[src/rtl/rcp_arbiter.sv]
// Arbitrates a single combinational reciprocal unit between NUM_REQ requesters.
// Define RCP_ARB_FIXED_PRIO_EN for fixed lowest-index priority; round-robin otherwise.
module rcp_arbiter #(
    parameter int NUM_REQ       = 3,
    parameter int DATA_W        = 24,
    parameter int SETTLE_CYCLES = 2
) (
    input  logic                        clk,
    input  logic                        reset_n,
    input  logic                        flush,
    input  logic [NUM_REQ-1:0]          req,
    input  logic [NUM_REQ*DATA_W-1:0]   req_data,
    output logic [NUM_REQ-1:0]          gnt,
    output logic [NUM_REQ-1:0]          done,
    output logic [DATA_W-1:0]           result,
    output logic                        result_sat,
    output logic                        busy,
    output logic [DATA_W-1:0]           rcp_in,
    input  logic [DATA_W-1:0]           rcp_out,
    input  logic                        rcp_sat
);

    localparam int SEL_W = $clog2(NUM_REQ);
    localparam int CNT_W = (SETTLE_CYCLES > 1) ? $clog2(SETTLE_CYCLES) : 1;

    typedef enum logic [1:0] {
        IDLE    = 2'd0,
        SETTLE  = 2'd1,
        CAPTURE = 2'd2,
        DONE    = 2'd3
    } stateT;

    stateT               state;
    logic [CNT_W-1:0]    cnt;
    logic [SEL_W-1:0]    sel;
    logic [SEL_W-1:0]    winner;
    logic [NUM_REQ-1:0]  winOneHot;
    logic [NUM_REQ-1:0]  selOneHot;
    logic                anyReq;
    logic [DATA_W-1:0]   lane [NUM_REQ];

`ifndef RCP_ARB_FIXED_PRIO_EN
    logic [SEL_W-1:0]    last;
    logic                found;
`endif

    for (genvar g = 0; g < NUM_REQ; g++) begin : gLane
        assign lane[g] = req_data[g*DATA_W +: DATA_W];
    end

    // Winner selection: round-robin scans indices above last first, then wraps to the rest.
    always_comb begin
        anyReq    = |req;
        winner    = '0;
        winOneHot = '0;
`ifdef RCP_ARB_FIXED_PRIO_EN
        for (int i = NUM_REQ - 1; i >= 0; i--) begin
            if (req[i]) begin
                winner = SEL_W'(i);
            end
        end
`else
        found = 1'b0;
        for (int i = 0; i < NUM_REQ; i++) begin
            if (!found && req[i] && (i > int'(last))) begin
                winner = SEL_W'(i);
                found  = 1'b1;
            end
        end
        for (int i = 0; i < NUM_REQ; i++) begin
            if (!found && req[i] && (i <= int'(last))) begin
                winner = SEL_W'(i);
                found  = 1'b1;
            end
        end
`endif
        for (int i = 0; i < NUM_REQ; i++) begin
            winOneHot[i] = (winner == SEL_W'(i));
        end
    end

    always_comb begin
        selOneHot = '0;
        for (int i = 0; i < NUM_REQ; i++) begin
            selOneHot[i] = (sel == SEL_W'(i));
        end
    end

    // Operand is parked at zero outside an active transaction so the reciprocal stays quiet.
    always_comb begin
        rcp_in = '0;
        if ((state == SETTLE) || (state == CAPTURE)) begin
            rcp_in = lane[sel];
        end
    end

    assign busy = (state != IDLE);

    always_ff @(posedge clk or negedge reset_n) begin
        if (!reset_n) begin
            state      <= IDLE;
            gnt        <= '0;
            done       <= '0;
            result     <= '0;
            result_sat <= 1'b0;
            cnt        <= '0;
            sel        <= '0;
`ifndef RCP_ARB_FIXED_PRIO_EN
            last       <= SEL_W'(NUM_REQ - 1);
`endif
        end else if (flush && (state != IDLE)) begin
            // Abort wins over capture; the previous result is deliberately kept.
            state <= IDLE;
            gnt   <= '0;
            done  <= '0;
        end else begin
            case (state)
                IDLE: begin
                    done <= '0;
                    if (!flush && anyReq) begin
                        sel   <= winner;
                        gnt   <= winOneHot;
                        cnt   <= CNT_W'(SETTLE_CYCLES - 1);
`ifndef RCP_ARB_FIXED_PRIO_EN
                        last  <= winner;
`endif
                        state <= SETTLE;
                    end
                end
                SETTLE: begin
                    if (cnt != '0) begin
                        cnt <= cnt - CNT_W'(1);
                    end else begin
                        state <= CAPTURE;
                    end
                end
                CAPTURE: begin
                    result     <= rcp_out;
                    result_sat <= rcp_sat;
                    done       <= selOneHot;
                    state      <= DONE;
                end
                DONE: begin
                    // Extra cycle gives a registered requester time to drop req.
                    done  <= '0;
                    gnt   <= '0;
                    state <= IDLE;
                end
                default: begin
                    state <= IDLE;
                end
            endcase
        end
    end

endmodule

[config.mk]
export PLATFORM = sky130hd
export DESIGN_NAME = rcp_arbiter
export DESIGN_NICKNAME = d
export VERILOG_FILES = /design/src/rtl/rcp_arbiter.sv
export SDC_FILE = /design/constraint.sdc
export NUM_CORES = 1
export LEC_CHECK = 0
export BUFFER_PORTS_ARGS = -buffer_cell sky130_fd_sc_hd__clkbuf_2
export CAP_MARGIN = 25
export CELL_PAD_IN_SITES_DETAIL_PLACEMENT = 0
export CELL_PAD_IN_SITES_GLOBAL_PLACEMENT = 1
export CORE_AREA = 2 2 93 95
export DETAILED_ROUTE_END_ITERATION = 7
export DIE_AREA = 0 0 95 97
export GPL_TIMING_DRIVEN = 0
export HOLD_SLACK_MARGIN = 0.12
export PLACE_DENSITY = 0.78
export SKIP_LAST_GASP = 1
export SLEW_MARGIN = 20
export SYNTH_ARGS = -nofsm -noshare
export SYNTH_HDL_FRONTEND = slang
export SYNTH_SLANG_ARGS = --single-unit
export TNS_END_PERCENT = 20
[constraint.sdc]
create_clock -name clk -period 2.2 [get_ports clk]
set_input_delay 0.44 -clock clk [delete_from_list [all_inputs] [get_ports clk]]
set_output_delay 0.44 -clock clk [all_outputs]
set_load 0.02 [all_outputs]
==> results of run 1 <==
[layer usage]
| layer | share of wire | global-route usage |
|---|---|---|
| met5 | 0 | 0 |
| met4 | 0.016 | 0.04571 |
| met3 | 0.099 | 0.03505 |
| met2 | 0.47 | 0.2335 |
| met1 | 0.42 | 0.1459 |
[area by class of cell]
type                       count  area share
sequential                    37      0.2649
multi-input combinational    177      0.3793
timing repair buffer         161      0.2403
tap                          105     0.03754
clock buffer                   7     0.02181
clock inverter                 1    0.002503
buffer                        15     0.04612
inverter                       7    0.007508
[synth_stat cells, types with 2 or more instances]
| master | n | area (µm²) |
|---|---|---|
| sky130_fd_sc_hd__dfrtp_1 | 36 | 900.9 |
| sky130_fd_sc_hd__o21ai_0 | 31 | 155.2 |
| sky130_fd_sc_hd__nand2_1 | 28 | 105.1 |
| sky130_fd_sc_hd__and2_1 | 24 | 150.1 |
| sky130_fd_sc_hd__mux2i_1 | 24 | 240.2 |
| sky130_fd_sc_hd__mux2_4 | 20 | 300.3 |
| sky130_fd_sc_hd__nand3_1 | 10 | 50.05 |
| sky130_fd_sc_hd__nor2_1 | 8 | 30.03 |
| sky130_fd_sc_hd__inv_1 | 7 | 26.28 |
| sky130_fd_sc_hd__clkbuf_1 | 6 | 22.52 |
| sky130_fd_sc_hd__buf_2 | 5 | 25.02 |
| sky130_fd_sc_hd__mux2_2 | 5 | 56.30 |
| sky130_fd_sc_hd__ha_1 | 4 | 50.05 |
| sky130_fd_sc_hd__buf_12 | 3 | 60.06 |
| sky130_fd_sc_hd__nand2b_1 | 3 | 18.77 |
| sky130_fd_sc_hd__a21oi_1 | 2 | 10.01 |
| sky130_fd_sc_hd__a32oi_1 | 2 | 17.52 |
| sky130_fd_sc_hd__buf_4 | 2 | 15.01 |
| sky130_fd_sc_hd__nor2b_1 | 2 | 12.51 |
| sky130_fd_sc_hd__o22ai_1 | 2 | 12.51 |
[stage by stage]
step | cells | cell area, µm² | hold slack [ns] | setup TNS (ns)
5_1_grt | 510 | 3500 | 0.3671 | -0.02885
3_5_place_dp | 500 | 3313 | 0.4931 | -1.902
6_report | 510 | 3500 | 0.3812 | 0
4_1_cts | 507 | 3426 | 0.3042 | -0.003351
2_1_floorplan | 237 | 2391 | 0.1444 | 0
3_3_place_gp | 500 | 3313 | 0.4884 | -1.308
[worst paths after layout]
| path | endpoint | slack, ns | depth (start not counted) |
|---|---|---|---|
| setup / recovery | rcp_in[12] | 0.09 | 5 |
| hold / removal | result[6] | 0.38 | 2 |
| setup reg to reg | result[17] | 0.52 | 7 |
| hold reg to reg | done[0] | 0.51 | 2 |
| max in group asynchronous | last[1] | 1.16 | 3 |
| min in group asynchronous | result[2] | 0.55 | 2 |
[power by group through the flow]
stage                     sequential [W]  clock, W  combinational, W
after floorplan                  0.00153         0           0.00186
after global placement           0.00121         0           0.00312
after detailed placement         0.00120         0           0.00316
after CTS                        0.00121  0.000481           0.00324
after global routing             0.00125  0.000510           0.00355
final                            0.00121  0.000458           0.00328
[cell families after synthesis]
logic type / count (synthesis)
and+or+nand+nor: 83
muxes: 49
AOI/OAI and AO/OA: 41
DFF: 37
buffers and inverters: 23
adders and majority gates: 4
[worst register-to-register path, stage by stage (launching register included)]
cell	delay (ns)
sky130_fd_sc_hd__dfrtp_1	0.40
sky130_fd_sc_hd__inv_1	0.12
sky130_fd_sc_hd__ha_4	0.19
sky130_fd_sc_hd__nor2b_4	0.14
sky130_fd_sc_hd__nand2b_4	0.15
sky130_fd_sc_hd__buf_12	0.12
sky130_fd_sc_hd__buf_12	0.14
sky130_fd_sc_hd__mux2_4	0.30
[state kept, by name, summed over array words and instances (netlist names)]
| register | flops |
|---|---|
| cnt | 1 |
| done | 3 |
| gnt | 3 |
| last | 1 |
| result | 24 |
| result_sat | 1 |
| sel | 2 |
| state | 2 |
[repair_timing]
| item | 4_1_cts | 5_1_grt |
|---|---|---|
| setup buffers | 0 | 1 |
| resized for setup | 10 | 19 |
| hold endpoints to repair | 0 | 7 |
| endpoints found under the setup margin | 24 | 20 |
| pin swaps | 0 | 4 |
| hold buffers | 0 | 1 |
==> run summary, run 1 <==
For the pin with the worst max-slew slack, the measured transition is between 0.5 and 0.6 ns. The floorplan step defined a die boundary enclosing around 0.009 mm². The number of flops mapped to enable cells by yosys is 0. The area growth from synthesis to final layout is 46.36%. The total setup violations reported at the end of the flow is 0. The time the final worst path needs with I/O delays and setup came out at about 2.1 ns.

The data required time of the worst path came out at approximately 1.8 ns. The number of pins exceeding their max-slew limit in the final report came out at 0. Of the total synthesized cell area, the portion taken by full adders, half adders and majority gates is 0.02093. The clock sink count is 37.

The tool flagged a number of max-cap violations equal to 0. The H-tree generated during clock tree synthesis spans 2 levels. The fraction of final layout cells sized beyond drive strength 1 is 0.5160.

For this run, the register share of the synthesized area comes to 0.3878. The remaining global-route overflow is 0. Grouping stages by cell kind, the critical path spends the most delay in buffers and inverters. The final wirelength came out at between 6 and 7 mm. The total design power is roughly 0.0049 W. The launch point of the worst path is state[1].

The number of top-level pins is roughly 160. CTS placed an instance of sky130_fd_sc_hd__clkbuf_8 at the clock tree root. The pin count of the biggest net entering global routing is 38.

Clock skew on the completed layout was measured at ~0.013 ns. The share of the synthesized area in compound gates (AO/OA/AOI/OAI) came to 0.09628. The post-route clock period utilization came out at 0.9609. The biggest fanout along the worst timing path came out at 10.

The clock-pin slew reported for the worst setup and hold paths after clock tree synthesis came out at 0.08 ns. The fmax is 0.4730 GHz. At the later pin of the worst-skew pair, clock insertion delay measures around 0.28 ns. The relative max-transition margin is 0.6127. Of the total synthesized cell area, the portion taken by AND, OR, NAND and NOR gates is 0.1832. The all-layer global routing usage is 0.1304. Setup repair after global routing could not meet its margin everywhere. The signal on the critical path passes through inv_1, ha_4, clkbuf_4, and2_1, clkbuf_4. By area, the combinational part of the netlist is dominated by multiplexers. The detail route stage leaves a number of antenna-violating nets equal to 0. The maximum vdd drop came out at a little over 0.0008 V. The die width came out at about 95 µm. The flow ran to the end, and the final reports show no timing, DRC or antenna violations.

The share of total power in sequential cells is 0.245. The slowest stage cell on the critical path is sky130_fd_sc_hd__dfrtp_1. After synthesis the netlist holds a flip-flop and latch count of 37. The critical path is of the register to output pin type. The total count of hold-check failures in the final report came out at 0. The cell internal power dissipation came out at approximately 0.0027 W. The distinct cell type count of the synthesized netlist is 33. The port buffer count came out at ~160.

The DRC violation count after routing came out at 0. In this run the static leakage power is ~1.9 nW. Measured against the total synthesized area, the mux share comes to 0.2496.

The initial cell density of the core is 0.2940. The TritonCTS clock tree is done. The total half-perimeter wirelength after legalization and detailed placement is between 5 and 6 mm. The mean area per synthesized cell is about 10 µm². The total power divided by cell area came out at 1413 mW/mm². The nature of the critical path startpoint is a register. The least setup slack across all paths after layout came out at around 0.086 ns. The vias per cell is 4.516. The switching part of the total power is 0.4473.

The vertical die dimension is approximately 97 µm. The delay of the slowest critical-path stage is ~0.40 ns. Among all flip-flop cells after synthesis, the most frequent one is sky130_fd_sc_hd__dfrtp_1. Counting the fill cells in the layout gives ~800.

The core box area is a little over 0.008 mm². The synthesized cell area came out at between 0.002 and 0.0025 mm². The startpoint identified for the worst hold timing path is rcp_out[6].

Across the whole layout, storage elements account for approximately 930 µm². The first routing iteration left 50 violations. The number of antenna violations at the first check in global routing came out at 0.

The clock passes through at most 2 buffers. The combinational group share of total power is 0.663. The floorplan has 33 rows.

The data arrival time of the critical path is roughly 1.7 ns. The share of the core filled with cells in the final layout came out at 0.4302. Of the total synthesized cell area, the portion taken by XOR and XNOR cells is 0.

In the synthesized netlist the async set-or-reset flop fraction comes to 1.000. The last weighted congestion value of the routability-driven placer came out at approximately 0.71. The power spent charging and discharging nets is 0.002212 W. STA classifies the critical path endpoint as an output pin.

The first TritonRoute pass finished after 3 iterations. Counting every instance in the synthesized netlist gives about 240. In the layout the commonest cells are sky130_fd_sc_hd__clkbuf_2, sky130_fd_sc_hd__dfrtp_1, sky130_fd_sc_hd__o21ai_0.

The path class of the tightest hold or removal check is primary input to register. The final-stage net count is a little over 500. The net count after synthesis came out at between 300 and 400. In the final routed layout, each cell accounts on average for between 10 and 15 µm. The number of global-route vias before repair came out at between 2,000 and 2,500. The antenna cell count came out at 0.

Yosys printed 0 warnings. The worst register-to-register path begins at state[1]. Buffers inserted during clock tree synthesis total 5. The share of total power dissipated in the clock network is 0.093. The final route contains approximately 2,300 vias. The cell repeated most along the worst path is sky130_fd_sc_hd__clkbuf_4. The wire length of the first global-routing pass is about 9.7 mm. The library cell used most frequently in the layout, excluding fill and tap cells, is sky130_fd_sc_hd__clkbuf_2.

The total area of multi-input combinational cells came out at around 0.0013 mm². The worst setup slack before clock tree synthesis is -0.1387 ns. The buffering stage count on the worst path with inverters included came out at 3.
Power figures use the tool's default switching activity.
==> run 2, diff against run 1 <==
--- a/config.mk
+++ b/config.mk
@@ -14,7 +14,7 @@
 export DIE_AREA = 0 0 95 97
 export GPL_TIMING_DRIVEN = 0
 export HOLD_SLACK_MARGIN = 0.12
-export PLACE_DENSITY = 0.78
+export PLACE_DENSITY_LB_ADDON = 0.2
 export SKIP_LAST_GASP = 1
 export SLEW_MARGIN = 20
 export SYNTH_ARGS = -nofsm -noshare
==> run 2 against run 1 <==
Compared with the run above: die area is the same; sequential share of layout area is essentially flat; non-clock buffer count shrank 1; highest routed layer unchanged; final cell count shrank 0.20%; design area grew 0.18%; combinational power shrank 1%; routed wire length grew 6.5%; clock power grew 33%; power grew 2.2%; largest cell class unchanged; maximum frequency is essentially flat; flip-flop and latch count is the same; register-to-register slack is essentially flat.
==> run summary, run 2 (synthesis gave the netlist of run 1 again) <==
The routed wirelength normalized by instance count is 13.25 µm (+6.7%). The share of power burned in the clock network came to 0.121 (+0.028). The post-route clock period utilization came out at 0.9608 (about the same). The floorplan die area is 0.009215 mm² (unchanged). The DRC violation count after routing is 0 (unchanged). The number of antenna violations at the first check in global routing came out at 0 (unchanged). The die width came out at 95 µm (unchanged). The worst reg2reg path depth is 7 (unchanged). The largest registers in the layout are result: 24 flops, done: 3 flops, gnt: 3 flops. The vertical die dimension is 97 µm (unchanged).

The power spent charging and discharging nets came out at 0.002218 W (+0.28%). The number of global-route vias before repair is 2,201 (+0.32%). The clock-pin slew reported for the worst setup and hold paths after clock tree synthesis came to 0.08 ns (about the same).

The relative max-transition margin came out at 0.6014 (-0.01136). The number of iterations in the first detailed-routing pass came to 4 (+1). result holds more flip-flops than any other register. The maximum clock insertion buffer count is 2 (unchanged). Among all stages on the critical path, the largest delay is contributed by sky130_fd_sc_hd__dfrtp_1. The signal on the critical path passes through buf_4, nor2b_1, buf_4, buf_6, nand2_1, o21ai_0, and2_1, clkbuf_2. The remaining global-route overflow is 0 (unchanged). The total half-perimeter wirelength after legalization and detailed placement came out at 5.319 mm (+5.3%). The worst hold path belongs to the class primary input to register. The worst setup path is captured at an output pin. The insertion delay of the later-clocked pin in the worst-skew pair came out at 0.29 ns (about the same). The share of total power in sequential cells was 0.237 (-0.008). The vias per cell is 4.424 (-2.0%). The kind of cell with the highest combined delay along the critical path is buffers and inverters.

The H-tree depth came to 2 (unchanged). The core box area is 0.008134 mm² (unchanged). The total setup violations reported at the end of the flow is 0 (unchanged). The final wirelength is 6.746 mm (+6.5%). Setup repair after global routing could not meet its margin everywhere.

The number of max-cap violations came out at 0 (unchanged). The endpoint identified for the worst register-to-register timing path is result[13]. Among the stages of the critical path, the cell type that occurs most often is sky130_fd_sc_hd__buf_4. The worst setup slack before clock tree synthesis is -0.05929 ns (+0.07940 ns). The number of pins exceeding their max-slew limit in the final report is 0 (unchanged). The floorplan row count came out at 33 (unchanged). The total count of hold-check failures in the final report came to 0 (unchanged). The flow ran to the end, and the final reports show no timing, DRC or antenna violations. TritonCTS built the clock tree. The maximum vdd drop was 0.0006413 V (-20%). The final total negative setup slack is 0 ns (unchanged). The number of cells on the critical path is 8 (+3). The area growth from synthesis to final layout is 46.62%. The post-detailed-route count of antenna-violating nets was 0 (unchanged). The buffer type at the clock tree root is sky130_fd_sc_hd__clkbuf_8. Tracing the worst setup path back leads to its startpoint at sel[1]. The least setup slack across all paths after layout is 0.08623 ns (+0.0002844 ns). The all-layer global routing usage came out at 0.1444 (+0.01392). The combinational group share of total power is 0.642 (-0.021). The library cells used most frequently in the layout, excluding fill and tap cells, are sky130_fd_sc_hd__clkbuf_2, sky130_fd_sc_hd__dfrtp_1, sky130_fd_sc_hd__o21ai_0. The number of flip-flops in the largest register was 24 (unchanged). The buffering stage count on the worst path with inverters included is 4 (+1). The cell internal power dissipation came out at 0.002834 W (+3.7%). The number of CTS-inserted buffers was 5 (unchanged). The final-stage net count was 510 (-0.20%). The slew of the pin with the lowest slew margin came out at 0.5934 ns (+0.01692 ns). The data arrival time of the critical path is 1.67 ns (about the same). The switching part of the total power came out at 0.4391 (-0.008242). The post-route worst hold slack came to 0.3750 ns (-0.006135 ns). The total power divided by cell area came out at 1441 mW/mm² (+2.0%). The starting DRC count in detailed routing came out at 57 (+14%).

The placement-stage cell area is 0.003313 mm² (unchanged). The pin count of the biggest net entering global routing is 38 (unchanged). The fraction of final layout cells sized beyond drive strength 1 was 0.5173 (+0.001277). The share of the core filled with cells in the final layout is 0.4310 (+0.0007690). The time the final worst path needs with I/O delays and setup is 2.114 ns (-0.0002844 ns).

The leakage power total was 1.867 nW (+0.41%). The initial cell density of the core came out at 0.2940 (unchanged). The final design area excluding fillers came to 0.003506 mm² (+0.18%). The nature of the critical path startpoint is a register.

The fmax is 0.4731 GHz (about the same). The delay of the slowest critical-path stage is 0.36 ns (-0.04 ns). The antenna cell count came out at 0 (unchanged). The reg-to-reg setup timing slack was 0.52 ns (about the same). The worst setup path is of the register to output pin kind. The most critical setup path has its endpoint at rcp_in[19]. Leaving out fill and tap cells, the most frequent cell in the layout is sky130_fd_sc_hd__clkbuf_2.

The port buffer count came out at 158 (unchanged). The number of top-level pins is 159 (unchanged). In this run the critical register-to-register path is launched from state[1]. The post-route clock skew is 0.005901 ns (-0.007095 ns). The wire length of the first global-routing pass came to 10.65 mm (+9.6%). The clock sink count came to 37 (unchanged). The last weighted congestion value of the routability-driven placer is 0.7815 (+10%). The data required time of the worst path came to 1.76 ns (about the same). The biggest fanout along the worst timing path is 10 (unchanged). The count of vias placed by the detailed router came out at 2,252 (-2.2%).
==> run 2: changes by cell type in the layout (fill, tap and decap cells not counted) <==
cell / before / now
sky130_fd_sc_hd__buf_4: 6 / 5
sky130_fd_sc_hd__buf_2: 0 / 3
sky130_fd_sc_hd__buf_6: 6 / 4
sky130_fd_sc_hd__bufinv_16: 0 / 1
sky130_fd_sc_hd__clkbuf_2: 153 / 154
sky130_fd_sc_hd__clkbuf_1: 5 / 4
sky130_fd_sc_hd__clkbuf_4: 3 / 1
sky130_fd_sc_hd__clkbuf_8: 5 / 6
sky130_fd_sc_hd__clkinv_4: 1 / 0
==> run 2: final cells by class <==
cell class / instances / area [µm²]
sequential: 37 / 927.1
inverter: 7 / 26.28
multi-input combinational: 177 / 1328
buffer: 15 / 151.4
fill: 818 / 4628
tap: 105 / 131.4
clock buffer: 7 / 86.33
timing repair buffer: 160 / 825.8
clock inverter: 1 / 30.03
==> run 2: power by group through the flow <==
stage	Sequential, W	Combinational (W)	Clock, W
finish	0.00120	0.00324	0.000609
global route	0.00125	0.00351	0.000660
CTS	0.00120	0.00323	0.000623
detailed placement	0.00120	0.00318	0
global placement	0.00121	0.00314	0
floorplan	0.00153	0.00186	0
==> run 2: what timing repair did <==
action	CTS	global route
gates resized for setup	6	18
endpoints found under the setup margin	24	20
hold buffers	0	1
hold endpoints to repair	0	8
setup buffers	0	0
pin swaps	0	3
==> run 2: per-stage QoR <==
step                      std cells  total power, W
after floorplan                 237        0.003394
after global placement          500        0.004348
after detailed placement        500        0.004375
after CTS                       507        0.005058
after global routing            509        0.005417
final                           509        0.005052
==> run 2: worst min path at each step <==
| stage | endpoint | start | slack [ns] | cells past startpoint |
|---|---|---|---|---|
| global route | result[7] | rcp_out[7] | 0.36 | 2 |
| floorplan | cnt | reset_n | 0.14 | 0 |
| CTS | result[11] | reset_n | 0.32 | 1 |
| finish | result[3] | rcp_out[3] | 0.38 | 2 |
| detailed placement | result[23] | result[23] | 0.49 | 1 |
| global placement | result[0] | result[0] | 0.49 | 1 |
==> run 2: metal layers <==
metal  global-route usage  up-vias  share of wire
met5                    0        -              0
met2               0.2330       76           0.49
li1                     -     1146              -
met4              0.04125        0          0.017
met1               0.1835     1019           0.43
met3              0.04673       11          0.064
